[src/rtl/cursor_controller_if.sv]
// Button/occupancy inputs and cursor/select outputs of the cursor controller.
// The testbench or game logic drives through master; the controller uses slave.
interface cursor_controller_if;
  logic       btn_up;
  logic       btn_down;
  logic       btn_left;
  logic       btn_right;
  logic       btn_sel;
  logic       enable;
  logic [8:0] occupied;
  logic [3:0] sel_position;
  logic       select_valid;
  logic [3:0] select_index;
  logic       select_reject;

  modport master (
    output btn_up, btn_down, btn_left, btn_right, btn_sel, enable, occupied,
    input  sel_position, select_valid, select_index, select_reject
  );

  modport slave (
    input  btn_up, btn_down, btn_left, btn_right, btn_sel, enable, occupied,
    output sel_position, select_valid, select_index, select_reject
  );
endinterface

[src/rtl/cursor_controller.sv]
// Converts raw push-buttons into a wrapping 3x3 cursor index with auto-repeat,
// and gates cell selects against the occupancy mask.
module cursor_controller #(
  parameter int unsigned HOLD_CYCLES   = 12500000,
  parameter int unsigned REPEAT_CYCLES = 5000000,
  parameter int unsigned RESET_POS     = 4
) (
  input  logic                 clk,
  input  logic                 rst_n,
  cursor_controller_if.slave   bus
);

  localparam int unsigned     CNT_W       = $clog2(HOLD_CYCLES + 1);
  localparam logic [CNT_W-1:0] HOLD_LAST   = CNT_W'(HOLD_CYCLES - 1);
  localparam logic [CNT_W-1:0] REPEAT_LAST = CNT_W'(REPEAT_CYCLES - 1);
  localparam logic [1:0]      RESET_COL   = 2'(RESET_POS / 3);
  localparam logic [1:0]      RESET_ROW   = 2'(RESET_POS % 3);

  typedef enum logic [1:0] {ST_IDLE, ST_HELD, ST_REPEAT} state_t;
  typedef enum logic [2:0] {DIR_NONE, DIR_UP, DIR_DOWN, DIR_LEFT, DIR_RIGHT} dir_t;

  function automatic logic [3:0] cell_index(input logic [1:0] col, input logic [1:0] row);
    return ({2'b00, col} << 1) + {2'b00, col} + {2'b00, row};
  endfunction

  // Button vector bit order: 0 up, 1 down, 2 left, 3 right, 4 select.
  logic [4:0] raw;
  logic [4:0] sync1_q, sync1_d, sync2_q, sync2_d, prev_q, prev_d, armed_q, armed_d;
  logic [1:0] fill_q, fill_d;
  state_t     state_q, state_d;
  dir_t       held_dir_q, held_dir_d;
  logic [CNT_W-1:0] cnt_q, cnt_d;
  logic [1:0] col_q, col_d, row_q, row_d;
  logic [3:0] sel_position_q, sel_position_d;
  logic       select_valid_q, select_valid_d, select_reject_q, select_reject_d;
  logic [3:0] select_index_q, select_index_d;

  logic [4:0] press;
  dir_t       active_dir;
  logic       active_press;
  logic       do_move;

  assign raw = {bus.btn_sel, bus.btn_right, bus.btn_left, bus.btn_down, bus.btn_up};

  assign bus.sel_position  = sel_position_q;
  assign bus.select_valid  = select_valid_q;
  assign bus.select_index  = select_index_q;
  assign bus.select_reject = select_reject_q;

  // Synchroniser, edge detect, active direction and repeat FSM next state.
  always_comb begin
    sync1_d = raw;
    sync2_d = sync1_q;
    prev_d  = sync2_q;
    fill_d  = {fill_q[0], 1'b1};
    // A button held through reset must be seen released before it can press.
    armed_d = armed_q | (~sync2_q & {5{fill_q[1]}});
    press   = sync2_q & ~prev_q & armed_q;

    if (sync2_q[0]) begin
      active_dir = DIR_UP;
    end else if (sync2_q[1]) begin
      active_dir = DIR_DOWN;
    end else if (sync2_q[2]) begin
      active_dir = DIR_LEFT;
    end else if (sync2_q[3]) begin
      active_dir = DIR_RIGHT;
    end else begin
      active_dir = DIR_NONE;
    end

    case (active_dir)
      DIR_UP:    active_press = press[0];
      DIR_DOWN:  active_press = press[1];
      DIR_LEFT:  active_press = press[2];
      DIR_RIGHT: active_press = press[3];
      default:   active_press = 1'b0;
    endcase

    state_d    = state_q;
    held_dir_d = held_dir_q;
    cnt_d      = cnt_q;
    do_move    = 1'b0;
    if (!bus.enable) begin
      state_d    = ST_IDLE;
      held_dir_d = DIR_NONE;
      cnt_d      = '0;
    end else begin
      case (state_q)
        ST_IDLE: begin
          if (active_press) begin
            do_move    = 1'b1;
            cnt_d      = '0;
            state_d    = ST_HELD;
            held_dir_d = active_dir;
          end else begin
            cnt_d = '0;
          end
        end
        ST_HELD: begin
          if (active_dir != held_dir_q) begin
            state_d    = ST_IDLE;
            held_dir_d = DIR_NONE;
            cnt_d      = '0;
          end else if (cnt_q == HOLD_LAST) begin
            do_move = 1'b1;
            cnt_d   = '0;
            state_d = ST_REPEAT;
          end else begin
            cnt_d = cnt_q + CNT_W'(1);
          end
        end
        ST_REPEAT: begin
          if (active_dir != held_dir_q) begin
            state_d    = ST_IDLE;
            held_dir_d = DIR_NONE;
            cnt_d      = '0;
          end else if (cnt_q == REPEAT_LAST) begin
            do_move = 1'b1;
            cnt_d   = '0;
          end else begin
            cnt_d = cnt_q + CNT_W'(1);
          end
        end
        default: begin
          state_d    = ST_IDLE;
          held_dir_d = DIR_NONE;
          cnt_d      = '0;
        end
      endcase
    end
  end

  // Cursor move with wrap, registered index, and select gating.
  always_comb begin
    col_d = col_q;
    row_d = row_q;
    if (do_move) begin
      case (active_dir)
        DIR_UP:    row_d = (row_q == 2'd0) ? 2'd2 : row_q - 2'd1;
        DIR_DOWN:  row_d = (row_q >= 2'd2) ? 2'd0 : row_q + 2'd1;
        DIR_LEFT:  col_d = (col_q == 2'd0) ? 2'd2 : col_q - 2'd1;
        DIR_RIGHT: col_d = (col_q >= 2'd2) ? 2'd0 : col_q + 2'd1;
        default: begin
          col_d = col_q;
          row_d = row_q;
        end
      endcase
    end else begin
      col_d = col_q;
      row_d = row_q;
    end
    sel_position_d = cell_index(col_d, row_d);

    // Select checks the cursor as it stood before any same-cycle move.
    select_valid_d  = 1'b0;
    select_reject_d = 1'b0;
    select_index_d  = select_index_q;
    if (bus.enable && press[4]) begin
      if (bus.occupied[sel_position_q]) begin
        select_reject_d = 1'b1;
      end else begin
        select_valid_d = 1'b1;
        select_index_d = sel_position_q;
      end
    end else begin
      select_index_d = select_index_q;
    end
  end

  // State register with synchronous active-low reset.
  always_ff @(posedge clk) begin
    if (!rst_n) begin
      sync1_q         <= 5'b00000;
      sync2_q         <= 5'b00000;
      prev_q          <= 5'b00000;
      armed_q         <= 5'b00000;
      fill_q          <= 2'b00;
      state_q         <= ST_IDLE;
      held_dir_q      <= DIR_NONE;
      cnt_q           <= '0;
      col_q           <= RESET_COL;
      row_q           <= RESET_ROW;
      sel_position_q  <= cell_index(RESET_COL, RESET_ROW);
      select_valid_q  <= 1'b0;
      select_reject_q <= 1'b0;
      select_index_q  <= 4'd0;
    end else begin
      sync1_q         <= sync1_d;
      sync2_q         <= sync2_d;
      prev_q          <= prev_d;
      armed_q         <= armed_d;
      fill_q          <= fill_d;
      state_q         <= state_d;
      held_dir_q      <= held_dir_d;
      cnt_q           <= cnt_d;
      col_q           <= col_d;
      row_q           <= row_d;
      sel_position_q  <= sel_position_d;
      select_valid_q  <= select_valid_d;
      select_reject_q <= select_reject_d;
      select_index_q  <= select_index_d;
    end
  end

endmodule

[src/flat_wrapper.sv]
// flat-port wrapper written by rule: the top's interface ports become plain ports
module cursor_controller_flat 
#(
  parameter int unsigned HOLD_CYCLES   = 12500000,
  parameter int unsigned REPEAT_CYCLES = 5000000,
  parameter int unsigned RESET_POS     = 4
)
  (clk, rst_n, bus_btn_up, bus_btn_down, bus_btn_left, bus_btn_right, bus_btn_sel, bus_enable, bus_occupied, bus_sel_position, bus_select_valid, bus_select_index, bus_select_reject);
  cursor_controller_if bus_i ();
  input  logic clk;
  input  logic rst_n;
  input wire logic [$bits(bus_i.btn_up)-1:0] bus_btn_up;
  input wire logic [$bits(bus_i.btn_down)-1:0] bus_btn_down;
  input wire logic [$bits(bus_i.btn_left)-1:0] bus_btn_left;
  input wire logic [$bits(bus_i.btn_right)-1:0] bus_btn_right;
  input wire logic [$bits(bus_i.btn_sel)-1:0] bus_btn_sel;
  input wire logic [$bits(bus_i.enable)-1:0] bus_enable;
  input wire logic [$bits(bus_i.occupied)-1:0] bus_occupied;
  output wire logic [$bits(bus_i.sel_position)-1:0] bus_sel_position;
  output wire logic [$bits(bus_i.select_valid)-1:0] bus_select_valid;
  output wire logic [$bits(bus_i.select_index)-1:0] bus_select_index;
  output wire logic [$bits(bus_i.select_reject)-1:0] bus_select_reject;
  assign bus_i.btn_up = bus_btn_up;
  assign bus_i.btn_down = bus_btn_down;
  assign bus_i.btn_left = bus_btn_left;
  assign bus_i.btn_right = bus_btn_right;
  assign bus_i.btn_sel = bus_btn_sel;
  assign bus_i.enable = bus_enable;
  assign bus_i.occupied = bus_occupied;
  assign bus_sel_position = bus_i.sel_position;
  assign bus_select_valid = bus_i.select_valid;
  assign bus_select_index = bus_i.select_index;
  assign bus_select_reject = bus_i.select_reject;
  cursor_controller #(.HOLD_CYCLES(HOLD_CYCLES), .REPEAT_CYCLES(REPEAT_CYCLES), .RESET_POS(RESET_POS)) u_core (.clk(clk), .rst_n(rst_n), .bus(bus_i));
endmodule
[config.mk]
export PLATFORM = sky130hd
export DESIGN_NAME = cursor_controller_flat
export DESIGN_NICKNAME = d
export VERILOG_FILES = /design/src/rtl/cursor_controller_if.sv /design/src/rtl/cursor_controller.sv /design/src/flat_wrapper.sv
export SDC_FILE = /design/constraint.sdc
export NUM_CORES = 1
export LEC_CHECK = 0
export ABC_CLOCK_PERIOD_IN_PS = 4000
export CAP_MARGIN = 30
export CELL_PAD_IN_SITES_DETAIL_PLACEMENT = 1
export CELL_PAD_IN_SITES_GLOBAL_PLACEMENT = 1
export CORE_MARGIN = 5
export CORE_UTILIZATION = 40
export CTS_CLUSTER_SIZE = 20
export DETAILED_ROUTE_END_ITERATION = 16
export HOLD_SLACK_MARGIN = 0.08
export MAX_ROUTING_LAYER = met4
export PLACE_DENSITY = 0.79
export SYNTH_ARGS = -nofsm -noshare
export SYNTH_HDL_FRONTEND = slang
export SYNTH_SLANG_ARGS = --single-unit
[constraint.sdc]
create_clock -name clk -period 4 [get_ports clk]
set_input_delay 0.4 -clock clk [delete_from_list [all_inputs] [get_ports clk]]
set_output_delay 0.4 -clock clk [all_outputs]
set_load 0.02 [all_outputs]
==> impl_summary.log, run 1 <==
[metrics] share of the yosys chip area belonging to registers: 0.409
[metrics] TNS Setup: 0 ns
[metrics] primary flip-flop cell chosen by synthesis mapping: dfxtp_1
[metrics] count of cells along the worst register-to-register path: 10
[metrics] DIE WIDTH: 99.2 µm
[metrics] final setup skew: 0.0129 ns
[metrics] min cycle time layout: 3.54 ns
[metrics] post-synthesis cell type count: between 50 and 60
[metrics] post-synthesis to final-layout area growth: 18.4%
[metrics] clock buffer depth: 2
[metrics] static leakage: 1.31 nW
[metrics] Worst Path Class, Setup: reg2reg
[metrics] startpoint of the tightest hold check path: u_core.sync1_q[1]
[metrics] setup repair after global routing missed its margin: no
[metrics] worst path arrival time: approximately 3.8 ns
[metrics] number of global-route vias before repair: around 2500
[metrics] filler instances: 863
[metrics] synthesized netlist cell count: 324
[metrics] # Post-CTS Setup Buffers: 0
[metrics] max_cap viols: 0
[metrics] initial core utilization: 0.411
[metrics] share of async-settable or async-resettable flops after synthesis: 0
[metrics] hold depth: 1
[metrics] Finish-stage setup viols: 0
[metrics] Iter 0 DRT Violations: 35
[metrics] final count of hold timing violations: 0
[metrics] worst-case register-to-register setup slack: 0.46 ns
[metrics] most area-hungry cell type in the Yosys netlist: dfxtp_1
[metrics] pin count of the biggest net entering global routing: 40
[metrics] worst ir drop on vdd: 0.253 mV
[metrics] terminus of the critical flop-to-flop path: u_core.bus.sel_position[2]
[metrics] number of cell rows: 32
[metrics] CTS root buffer: clkbuf_8
[metrics] Seq. cell area: between 1000 and 1500 µm²
[metrics] Buffers on Ports: 26
[metrics] outcome: completed
[metrics] path class of the lowest-slack min-delay path: reg2reg
[metrics] required time at the endpoint of the critical path: 4.22 ns
[metrics] top cell type's share of synthesized area: 0.409
[metrics] beginning of the worst register-to-register path: u_core.prev_d[2]
[metrics] sum of internal, switching and leakage power: 1.44 mW
[metrics] number of placed instances, taps included: approximately 440
[metrics] clock slew seen by the registers of the worst setup and hold paths: approximately 0.08 ns
[metrics] power density relative to cell area: 383 nW/µm²
[metrics] nature of the critical path startpoint: flip-flop
[metrics] Avg Cell Area, Syn: 9.81 µm²
[metrics] Least-Margin Pin Slew: 0.647 ns
[metrics] sum of net half-perimeters after detailed placement: 4630 µm
[metrics] clock sink count: 65
[metrics] number of I/O pins: 27
[metrics] share of the clock period used by the worst path after layout: 0.886
[metrics] vias per cell: ~5
[metrics] NumNets Final: 383
[metrics] clock latency on the worst-skew pair: 0.34 ns
[metrics] Total Wirelength: around 6400 µm
[metrics] cells resized by post-CTS repair: 0
[metrics] vias: approximately 2300
[metrics] number of antenna violations at the first check in global routing: 0
[metrics] final hold slack: roughly 0.44 ns
[metrics] area of the die: 9830 µm²
[metrics] fraction of the core area covered by cells at the end of the flow: 0.487
[metrics] TritonCTS buffer count: 9
[metrics] max-slew violation total from the final report: 0
[metrics] worst slew margin relative to its limit: 0.564
[metrics] Post-synth EDFFs: 0
[metrics] wire length per cell after detailed routing: 14.0 µm
[metrics] top cells by area in the synthesized netlist: dfxtp_1 (41%), nor2_4 (6.4%), ha_1 (5.1%)
[metrics] GP Congestion: 0.771
[metrics] Worst Hold End: u_core.prev_d[1]
[metrics] number of buffers inserted by hold repair at cts: 0
[metrics] global-route wire length before repair: 11200 µm
[metrics] post-synthesis register bit count: 65
[metrics] All-Layer GR Usage: 0.143
[metrics] capturing element type of the critical path: flip-flop
[metrics] syn_nets: roughly 360
[metrics] biggest fanout along the worst timing path: 12
[metrics] count of synthesis-stage warnings from yosys: 0
[metrics] total area of multi-input combinational cells: 1750 µm²
[metrics] # DRC: 0
[metrics] count of H-tree levels built during CTS: 3
[metrics] antenna fix cells: 0
[metrics] vertical extent of the die: 99.2 µm
[metrics] post-synthesis instance area: 3180 µm²
[metrics] number of routed nets with antenna violations: 0
[metrics] clock tree from TritonCTS: done
[metrics] core outline area: around 7700 µm²
[metrics] final std cells w/o fill: 458
[metrics] number of iterations in the first detailed-routing pass: 4
[metrics] highest achievable clock rate: around 0.28 GHz
[metrics] fraction of layout instances using a drive strength above 1: 0.149
[metrics] Congestion Overflow GR: 0
[synth_stat cells (7+ instances only)]
master,number
nor2b_1,7
nand2_1,27
nor2_1,23
nand3_1,9
nor2_4,18
inv_1,11
xnor2_1,8
clkbuf_1,9
and2_1,20
xor2_1,15
a21oi_1,8
ha_1,13
dfxtp_1,65
[worst max-delay path, stage by stage (launching register included)]
cell and delay [ns]:
dfxtp_1 0.42, or4b_2 0.77, xor2_1 0.19, o21a_4 0.15, a21boi_4 0.25, nor2_1 0.10, o21ai_0 0.29, fa_1 0.48
ha_1 0.22, fa_1 0.41, nand2b_1 0.14
[worst max path at each step]
| stage | cells past startpoint | startpoint | to | slack, ns |
|---|---|---|---|---|
| floorplan | 12 | u_core.cnt_q[0] | u_core.bus.sel_position[2] | 0.75 |
| global placement | 10 | u_core.prev_d[2] | u_core.bus.sel_position[2] | 0.56 |
| detailed placement | 10 | u_core.prev_d[2] | u_core.bus.sel_position[2] | 0.49 |
| CTS | 10 | u_core.prev_d[2] | u_core.bus.sel_position[2] | 0.46 |
| global route | 10 | u_core.prev_d[0] | u_core.bus.sel_position[2] | 0.25 |
| finish | 10 | u_core.prev_d[2] | u_core.bus.sel_position[2] | 0.46 |
[cell families after synthesis]
kind of cell	count (synthesis)	synth area share
mux	5	0.0236
simple gates	146	0.290
compound gates	47	0.111
flops	65	0.409
fa+ha+maj	15	0.0638
buf+inv	23	0.0397
xor+xnor	23	0.0634
[metrics by stage]
stage | setup WS (ns) | instance area (µm²)
floorplan | 0.749 | 3180
global placement | 0.561 | 3490
detailed placement | 0.486 | 3510
CTS | 0.464 | 3760
global route | 0.246 | 3760
finish | 0.456 | 3760
[area by class of cell]
class | count | share of cell area
Clock buffer | 10 | 0.0366
Clock inverter | 6 | 0.0306
Inverter | 11 | 0.0110
Multi-Input combinational cell | 236 | 0.466
Sequential cell | 65 | 0.346
Tap cell | 102 | 0.0339
Timing Repair Buffer | 28 | 0.0765
[power breakdown]
part	switching (mW)	internal [mW]	leakage (nW)
clock	0.266	0.433	0.123
sequential	0.0107	0.659	0.528
combinational	0.0322	0.0405	0.662
[flip-flops by register name, summed over array words and instances (netlist names)]
| name | flops |
|---|---|
| u_core.held_dir_q | 3 |
| u_core.state_q | 2 |
| u_core.row_q | 2 |
| u_core.fill_q | 2 |
| u_core.cnt_q | 24 |
| u_core.armed_q | 5 |
| u_core.bus.sel_position | 4 |
| u_core.col_q | 2 |
| u_core.bus.select_reject | 1 |
| u_core.sync1_q | 5 |
| u_core.bus.select_valid | 1 |
| u_core.prev_d | 5 |
| u_core.bus.select_index | 4 |
| u_core.prev_q | 5 |
[metal layers]
metal,global-route usage,vias up,part of all wire
li1,-,1163,-
met1,0.158,1085,0.44
met2,0.244,32,0.50
met3,0.0519,10,0.044
met4,0.0399,0,0.013
met5,-,-,0
[cell usage in the layout, fill, tap and decap left out, types with 2 or more instances in the layout]
| cell type | count |
|---|---|
| o21ai_1 | 4 |
| or4bb_1 | 2 |
| nand4_1 | 5 |
| a31o_2 | 4 |
| clkbuf_8 | 10 |
| nand2_1 | 27 |
| nor3b_1 | 2 |
| bufinv_16 | 3 |
| xnor2_1 | 8 |
| nor3_1 | 3 |
| mux4_2 | 2 |
| inv_1 | 11 |
| clkinv_4 | 2 |
| nor2b_1 | 7 |
| clkdlybuf4s50_1 | 26 |
| nor2_4 | 18 |
| and4_1 | 4 |
| o2bb2ai_1 | 4 |
| nand2b_1 | 4 |
| nand3b_1 | 3 |
| and2_1 | 20 |
| fa_1 | 2 |
| o211ai_1 | 2 |
| a21oi_1 | 8 |
| mux2i_1 | 3 |
| and3_1 | 4 |
| xor2_1 | 15 |
| nand3_1 | 9 |
| nor2_2 | 2 |
| a22oi_1 | 2 |
| or4b_1 | 2 |
| nor2_1 | 23 |
| o21a_1 | 5 |
| o21ai_0 | 5 |
| dfxtp_1 | 65 |
| ha_1 | 13 |
Power figures use the tool's default switching activity.
==> run 2: changes to the inputs <==
CORE_MARGIN = 1   (was 5)
==> run 2 against run 1 <==
Net effect: power is 10% lower; fmax is 1.7% lower; non-clock buffer count is 1 higher; clock power is 21% lower; core utilization is 0.32 points lower; critical endpoint unchanged.
==> impl_summary.log, run 2 (same netlist as run 1, synthesis figures left out) <==
[metrics] DIE WIDTH: 91.2 µm (-8.1%)
[metrics] Total Wirelength: 6510 µm (+1.6%)
[metrics] Iter 0 DRT Violations: 44 (+26%)
[metrics] fraction of the core area covered by cells at the end of the flow: 0.484 (-0.00316)
[metrics] TNS Setup: 0 ns (unchanged)
[metrics] initial core utilization: 0.414 (+0.00214)
[metrics] number of iterations in the first detailed-routing pass: 4 (unchanged)
[metrics] count of cells along the worst register-to-register path: 10 (unchanged)
[metrics] delay of the slowest cell on the worst path: 0.75 ns (-0.02 ns)
[metrics] NumNets Final: 384 (+0.26%)
[metrics] number of cell rows: 32 (unchanged)
[metrics] most frequent cells in the layout: dfxtp_1 (65), nand2_1 (27), clkdlybuf4s50_1 (26), nor2_1 (23), and2_1 (20)
[metrics] fraction of layout instances using a drive strength above 1: 0.149 (unchanged)
[metrics] setup repair after global routing missed its margin: no
[metrics] pin count of the biggest net entering global routing: 39 (-2.5%)
[metrics] worst ir drop on vdd: 0.176 mV (-30%)
[metrics] Finish-stage setup viols: 0 (unchanged)
[metrics] TritonCTS buffer count: 9 (unchanged)
[metrics] final std cells w/o fill: 458 (unchanged)
[metrics] post-synthesis to final-layout area growth: 17.0%
[metrics] power density relative to cell area: 348 nW/µm² (-9.1%)
[metrics] Worst Path Class, Setup: reg2reg
[metrics] clock sink count: 65 (unchanged)
[metrics] worst-case register-to-register setup slack: 0.40 ns (-0.06 ns)
[metrics] final count of hold timing violations: 0 (unchanged)
[metrics] worst path arrival time: 3.83 ns (+0.06 ns)
[metrics] # Post-CTS Setup Buffers: 0 (unchanged)
[metrics] required time at the endpoint of the critical path: 4.22 ns (about the same)
[metrics] area of the die: 8310 µm² (-15%)
[metrics] startpoint of the tightest hold check path: u_core.sync1_q[3]
[metrics] clock latency on the worst-skew pair: 0.34 ns (about the same)
[metrics] hold depth: 1 (unchanged)
[metrics] clock tree from TritonCTS: done
[metrics] antenna fix cells: 0 (unchanged)
[metrics] outcome: completed
[metrics] final setup margin: 0.395 ns (-0.0610 ns)
[metrics] clock buffer depth: 2 (unchanged)
[metrics] CTS root buffer: clkbuf_8
[metrics] All-Layer GR Usage: 0.179 (+0.0361)
[metrics] terminus of the critical flop-to-flop path: u_core.bus.sel_position[2]
[metrics] library cell contributing the largest single delay on the critical path: or4b_2
[metrics] clock slew seen by the registers of the worst setup and hold paths: 0.07 ns (about the same)
[metrics] Congestion Overflow GR: 0 (unchanged)
[metrics] number of buffers inserted by hold repair at cts: 0 (unchanged)
[metrics] Worst Hold End: u_core.prev_d[3]
[metrics] share of the clock period used by the worst path after layout: 0.901 (+0.0153)
[metrics] highest achievable clock rate: 0.277 GHz (-1.7%)
[metrics] path class of the lowest-slack min-delay path: reg2reg
[metrics] GP Congestion: 0.751 (-2.6%)
[metrics] crit path cell chain: or4b_2 -> xor2_1 -> o21a_4 -> a21boi_4 -> nor2_1 -> o21ai_0 -> fa_1 -> ha_1 -> fa_1 -> nand2b_1
[metrics] max_cap viols: 0 (unchanged)
[metrics] vias: 2346 (+2.4%)
[metrics] Biggest register: u_core.cnt_q
[metrics] Buffers on Ports: 26 (unchanged)
[metrics] number of flip-flops in the largest register: 24 (unchanged)
[metrics] number of antenna violations at the first check in global routing: 0 (unchanged)
[metrics] global-route wire length before repair: 11400 µm (+1.7%)
[metrics] most common cell after layout, fill and taps aside: dfxtp_1
[metrics] static leakage: 1.30 nW (-1.2%)
[metrics] cells resized by post-CTS repair: 0 (unchanged)
[metrics] core outline area: 7690 µm² (-0.52%)
[metrics] number of global-route vias before repair: 2442 (-1.9%)
[metrics] vias per cell: 5.12 (+2.4%)
[metrics] beginning of the worst register-to-register path: u_core.prev_d[2]
[metrics] max-slew violation total from the final report: 0 (unchanged)
[metrics] # DRC: 0 (unchanged)
[metrics] wire length per cell after detailed routing: 14.2 µm (+1.6%)
[metrics] final setup skew: 0.00990 ns (-0.00298 ns)
[metrics] count of H-tree levels built during CTS: 3 (unchanged)
[metrics] nature of the critical path startpoint: flip-flop
[metrics] Least-Margin Pin Slew: 0.598 ns (-0.0487 ns)
[metrics] post-place setup slack: 0.463 ns (-0.0229 ns)
[metrics] number of placed instances, taps included: 443 (+0.23%)
[metrics] biggest fanout along the worst timing path: 12 (unchanged)
[metrics] worst slew margin relative to its limit: 0.597 (+0.0328)
[metrics] min cycle time layout: 3.60 ns (+0.0610 ns)
[metrics] capturing element type of the critical path: flip-flop
[metrics] number of routed nets with antenna violations: 0 (unchanged)
[metrics] critical path's most frequent cell: fa_1
[metrics] vertical extent of the die: 91.2 µm (-8.1%)
[metrics] sum of net half-perimeters after detailed placement: 4680 µm (+1.0%)
[metrics] number of I/O pins: 27 (unchanged)
run 2: cell type report:
class,instances,area (µm²)
clock inverter,5,56.3
timing repair buffer,29,303
inverter,11,41.3
sequential,65,1300
fill,890,3970
tap,102,128
clock buffer,10,138
multi-input combinational,236,1750
run 2: through the flow:
stage	power [mW]	hold WS, ns	area, µm²
after floorplan	0.728	0.412	3180
after global placement	0.757	0.416	3500
after detailed placement	0.759	0.423	3530
after CTS	1.32	0.442	3720
after global routing	1.35	0.462	3720
final	1.29	0.438	3720
run 2: how the worst max path moves through the flow:
stage | end | slack, ns | from | depth (start not counted)
finish | u_core.bus.sel_position[2] | 0.40 | u_core.prev_d[2] | 10
CTS | u_core.bus.sel_position[2] | 0.44 | u_core.prev_d[2] | 10
global placement | u_core.bus.sel_position[2] | 0.56 | u_core.prev_d[2] | 10
detailed placement | u_core.bus.sel_position[2] | 0.46 | u_core.prev_d[2] | 10
floorplan | u_core.bus.sel_position[2] | 0.75 | u_core.cnt_q[0] | 12
global route | u_core.bus.sel_position[2] | 0.25 | u_core.prev_d[2] | 10
run 2: worst max-delay path, delay by kind of cell, from the launching register on:
family,cells,cell delay (ns)
AOI/OAI and AO/OA,3,0.74
DFF,1,0.42
adders and majority gates,3,1.13
xor gates and xnor gates,1,0.19
and+or+nand+nor,3,1.00
run 2: where the power goes:
| group | internal, mW | switching, mW | leakage (nW) |
|---|---|---|---|
| Combinational | 0.0412 | 0.0341 | 0.671 |
| Clock | 0.300 | 0.251 | 0.0981 |
| Sequential | 0.660 | 0.00947 | 0.528 |
run 2: metal layers:
| metal | global-route usage | up-vias | routed length (µm) |
|---|---|---|---|
| li1 | - | 1165 | - |
| met1 | 0.193 | 1139 | 2800 |
| met2 | 0.318 | 34 | 3480 |
| met3 | 0.0427 | 8 | 160 |
| met4 | 0.0714 | 0 | 72 |
| met5 | - | - | 0 |
